[src/rtl/req_ack_initiator.sv]
// rtl/req_ack_initiator.sv - issues a burst of single-cycle REQ pulses and checks each ACK lands exactly LATENCY cycles later
// Tallies on-time and failed acknowledges, and flags spurious ones with a sticky err bit.
module req_ack_initiator #(
  parameter int LATENCY = 1,
  parameter int GAP     = 1,
  parameter int CNT_W   = 8
) (
  input  logic             CLK,
  input  logic             ASYNCRESETN,
  input  logic             start,
  input  logic [CNT_W-1:0] count,
  input  logic             clr,
  output logic             REQ,
  input  logic             ACK,
  output logic             busy,
  output logic             done,
  output logic [CNT_W-1:0] pass_cnt,
  output logic [CNT_W-1:0] fail_cnt,
  output logic             err
);

  localparam int TW = 4;
  localparam logic [CNT_W-1:0] CNT_MAX = '1;

  typedef enum logic [2:0] {
    S_IDLE,
    S_ISSUE,
    S_WAIT,
    S_GAP,
    S_FIN
  } state_t;

  state_t           state;
  state_t           after_gap;
  state_t           after_wait;
  logic [CNT_W-1:0] remaining;
  logic [TW-1:0]    wcnt;
  logic [TW-1:0]    gcnt;
  logic             last_k;
  logic             pass_hit;
  logic             fail_hit;
  logic             spur;

  // wcnt counts down from LATENCY, so wcnt==1 marks the expected ACK cycle
  always_comb begin
    last_k     = (wcnt == TW'(1));
    pass_hit   = (state == S_WAIT) && last_k && ACK;
    fail_hit   = (state == S_WAIT) && (last_k ? !ACK : ACK);
    spur       = ACK && ((state == S_IDLE) || (state == S_GAP) || (state == S_FIN));
    after_gap  = (remaining != '0) ? S_ISSUE : S_FIN;
    after_wait = (GAP > 0) ? S_GAP : after_gap;
  end

  always_ff @(posedge CLK or negedge ASYNCRESETN) begin
    if (!ASYNCRESETN) begin
      state     <= S_IDLE;
      REQ       <= 1'b0;
      busy      <= 1'b0;
      done      <= 1'b0;
      remaining <= '0;
      wcnt      <= '0;
      gcnt      <= '0;
    end else begin
      REQ  <= 1'b0;
      done <= 1'b0;
      case (state)
        S_IDLE: begin
          if (start) begin
            remaining <= count;
            busy      <= 1'b1;
            if (count != '0) begin
              state <= S_ISSUE;
              REQ   <= 1'b1;
            end else begin
              state <= S_FIN;
            end
          end
        end
        S_ISSUE: begin
          state     <= S_WAIT;
          wcnt      <= TW'(LATENCY);
          remaining <= remaining - 1'b1;
        end
        S_WAIT: begin
          // an early ACK ends the check at once, same as the on-time slot
          if (last_k || ACK) begin
            state <= after_wait;
            REQ   <= (after_wait == S_ISSUE);
            gcnt  <= TW'(GAP);
          end else begin
            wcnt <= wcnt - 1'b1;
          end
        end
        S_GAP: begin
          if (gcnt <= TW'(1)) begin
            state <= after_gap;
            REQ   <= (after_gap == S_ISSUE);
          end else begin
            gcnt <= gcnt - 1'b1;
          end
        end
        S_FIN: begin
          state <= S_IDLE;
          busy  <= 1'b0;
          done  <= 1'b1;
        end
        default: begin
          state <= S_IDLE;
          busy  <= 1'b0;
        end
      endcase
    end
  end

  // clr wins over a same-cycle increment; counters stick at all-ones
  always_ff @(posedge CLK or negedge ASYNCRESETN) begin
    if (!ASYNCRESETN) begin
      pass_cnt <= '0;
      fail_cnt <= '0;
      err      <= 1'b0;
    end else if (clr) begin
      pass_cnt <= '0;
      fail_cnt <= '0;
      err      <= 1'b0;
    end else begin
      if (pass_hit && (pass_cnt != CNT_MAX)) pass_cnt <= pass_cnt + 1'b1;
      if (fail_hit && (fail_cnt != CNT_MAX)) fail_cnt <= fail_cnt + 1'b1;
      if (fail_hit || spur) err <= 1'b1;
    end
  end

endmodule

[config.mk]
export PLATFORM = sky130hd
export DESIGN_NAME = req_ack_initiator
export DESIGN_NICKNAME = d
export VERILOG_FILES = /design/src/rtl/req_ack_initiator.sv
export SDC_FILE = /design/constraint.sdc
export NUM_CORES = 1
export LEC_CHECK = 0
export ABC_CLOCK_PERIOD_IN_PS = 4320
export BUFFER_PORTS_ARGS = -buffer_cell sky130_fd_sc_hd__buf_2
export CAP_MARGIN = 20
export CORE_MARGIN = 4
export CORE_UTILIZATION = 36
export CTS_CLUSTER_DIAMETER = 50
export DETAILED_ROUTE_END_ITERATION = 7
export SYNTH_ARGS = -nofsm -noshare
export SYNTH_HDL_FRONTEND = slang
export SYNTH_SLANG_ARGS = --single-unit
[constraint.sdc]
create_clock -name CLK -period 4.32 [get_ports CLK]
set_clock_uncertainty 0.1 [all_clocks]
set_input_delay 0.648 -clock CLK [delete_from_list [all_inputs] [get_ports CLK]]
set_output_delay 0.648 -clock CLK [all_outputs]
set_load 0.05 [all_outputs]
==> impl_metrics.yaml <==
logic_synthesis:
  yosys_warnings: 0
  ys_top_cells_by_area: "dfrtp_1 (44%), ha_1 (5.1%), nor2_1 (4.1%)"
  syn_area_per_cell_um2: 9.40
  synth_area_leader_cell: "dfrtp_1"
  synth_async_sr_flop_share_pct: 100
  synth_top_area_share_pct: 44.4
  syn_area_um2: 2200
  ys_types: 52
  synth.ff_latch_count: 39
  synth_ff_type: "dfrtp_1"
  synthCells: 234
  ys_seq_area_share_pct: 44.4
  syn_nets: 256
  synth-edff-count: 0
global_routing:
  grt_pass1_wl_um: 8270
  overflow: 0
  grt_max_degree: 40
  antenna_found_initial: 0
  first_global_vias: 1816
  grtUsageTotal_pct: 13.7
timing:
  rsz0062_at_grt: "false"
  slew_headroom_pct: 41.8
  fmax_mhz: 440
  drv_slew: 0
  post-route-min-period_ns: 2.27
  final-hold-violation-count: 0
  period_share_pct: 52.6
  worstMarginPinSlew_ns: 0.873
  setup_viol: 0
  setup_tns_ns: 0
power_and_ir_drop:
  total_power_mw: 1.36
  power.static_leakage_nw: 1.15
  peakVddDrop_mv: 0.357
  powerDensity_nw_per_um2: 535
setup_path:
  start_kind: "flip-flop"
  crit_fanout: 6
  critPathRequiredTime_ns: 4.45
  path_class: "flip-flop to flip-flop"
  end_kind: "flip-flop"
  cpLargestDelayFamily: "simple AND/OR/NAND/NOR gates"
  arrival_ns: 2.40
  critical_path_buf_inv_count: 2
  worst_path_largest_cell_delay_ns: 0.38
  cp_cell_sequence: "inv_1 > ha_1 > nor3b_2 > inv_1 > ha_1 > and4bb_2 > o211ai_1 > or3_1 > a21oi_1"
  crit_path_top_delay_cell: "dfrtp_1"
layout:
  antenna_cells: 0
  nNetsFinal: 287
  fillCellCount: 562
  instances_no_fill: 341
  drive_gt1_share_pct: 17.7
  fin_util_pct: 42.8
  synthToLayoutAreaGrowth_pct: 15.2
  layout_common_cells: "dfrtp_1 (39), buf_2 (32), nor2_1 (24)"
  final_common_cell: "dfrtp_1"
route:
  drt_wl_total_um: 4730
  ant_nets: 0
  drc_errors: 0
  wl_per_cell_um: 13.9
  firstDrtPassIters: 4
  viasPerCell: 5.44
  dr_total_vias: 1855
  dr.first_iter.drc_count: 40
flow_run:
  cap_violations: 0
placed_design:
  dp.cells: 333
  place.gp.congestion: 0.798
  port_buffers: 32
  hpwl_um: 3300
die:
  num_rows: 28
  dieHeight_um: 86.2
  core_area_um2: 5920
  die_area_um2: 7420
  initial_core_util_pct: 37.2
  io_pins: 33
  dieWidth_um: 86.2
min_path:
  min-delay-path-class: "primary input to asynchronous set/reset pin"
cts:
  cts_setup_buffers: 0
  clockRootBuffer: "clkbuf_8"
  clockBufferDepth: 2
  clkTransAtPathRegs_ns: 0.08
  cts_tree: "yes"
  ctsResizeCount: 0
  cts_hold_buf: 0
  clock_sinks: 39
  htree_levels: 2
  cts-buffers-inserted: 5
  clk_latency_ns: 0.29
status:
  outcome: "finished, final reports clean"
-- cells by family (layout without fill, tap and decap cells) --
logic type / Yosys count / count (layout) / share of synthesized area, %
AO/OA/AOI/OAI: 62 / 62 / 18.4
AND/OR/NAND/NOR: 92 / 92 / 23.9
XOR/XNOR: 6 / 6 / 2.39
flip-flops: 39 / 39 / 44.4
adder cells (fa/ha/maj): 9 / 9 / 5.12
multiplexers: 3 / 3 / 1.37
buffers and inverters: 23 / 55 / 4.44
-- worst reg2reg max path, delay by kind of cell (launching register included) --
kind            cells  cell delay (ns)
simple gates        3             0.83
fa+ha+maj           2             0.42
flops               1             0.38
compound gates      2             0.29
buf+inv             2             0.18
-- synthesized netlist by cell type (2+ instances only) --
cell	n
dfrtp_1	39
nor2_1	24
a21oi_1	14
inv_1	14
o21ai_0	14
nand2_1	13
nand3_1	11
ha_1	9
nor3_1	7
or3_1	6
clkbuf_1	5
xor2_1	5
a211oi_1	4
a22o_1	4
a22oi_1	4
and2_1	4
nor4_1	4
buf_2	3
mux2i_1	3
nand4_1	3
o2111ai_1	3
o211ai_1	3
o31ai_1	3
nand2b_1	2
nor3b_2	2
o21a_1	2
o22a_1	2
o22ai_1	2
or4_1	2
-- report_power, final --
group | switching, mW | internal [mW]
combinational | 0.301 | 0.183
clock | 0.131 | 0.187
sequential | 0.115 | 0.439
-- area by class of cell --
class                           count  area, µm²  area share [%]
Clock buffer                        6       82.6            3.26
Clock inverter                      2       35.0            1.38
Inverter                           14       52.6            2.07
Multi-Input combinational cell    172       1130            44.4
Sequential cell                    39        976            38.5
Tap cell                           75       93.8            3.70
Timing Repair Buffer               33        168            6.62
-- stage by stage --
| stage | area [µm²] | hold slack, ns | setup slack [ns] |
|---|---|---|---|
| after global routing | 2530 | 0.409 | 1.86 |
| after CTS | 2530 | 0.396 | 2.04 |
| after detailed placement | 2420 | 0.382 | 2.05 |
| after floorplan | 2200 | 0.252 | 2.20 |
| final | 2530 | 0.361 | 2.05 |
| after global placement | 2420 | 0.386 | 2.11 |
-- per-layer routing --
layer	share of wire, %	GRT usage [%]	vias to the layer above
met5	0	0	-
met4	1.6	5.47	0
met3	5.3	3.17	8
met2	44	21.7	37
met1	49	18.1	889
li1	-	-	921
-- sequential cells by signal (all words and copies together) (netlist names) --
signal,count
REQ,1
busy,1
done,1
err,1
fail_cnt,8
gcnt,4
pass_cnt,8
remaining,8
state,3
wcnt,4
-- final timing paths --
check | depth (start not counted) | to | startpoint | slack (ns)
min | 1 | fail_cnt[6] | ASYNCRESETN | 0.36
max reg2reg | 9 | fail_cnt[5] | wcnt[1] | 2.05
max in group asynchronous | 1 | state[1] | ASYNCRESETN | 3.21
max | 9 | fail_cnt[5] | wcnt[1] | 2.05
min in group CLK | 1 | remaining[6] | remaining[6] | 0.39
min reg2reg | 1 | remaining[6] | remaining[6] | 0.39
(Power assumes the default switching activity.)
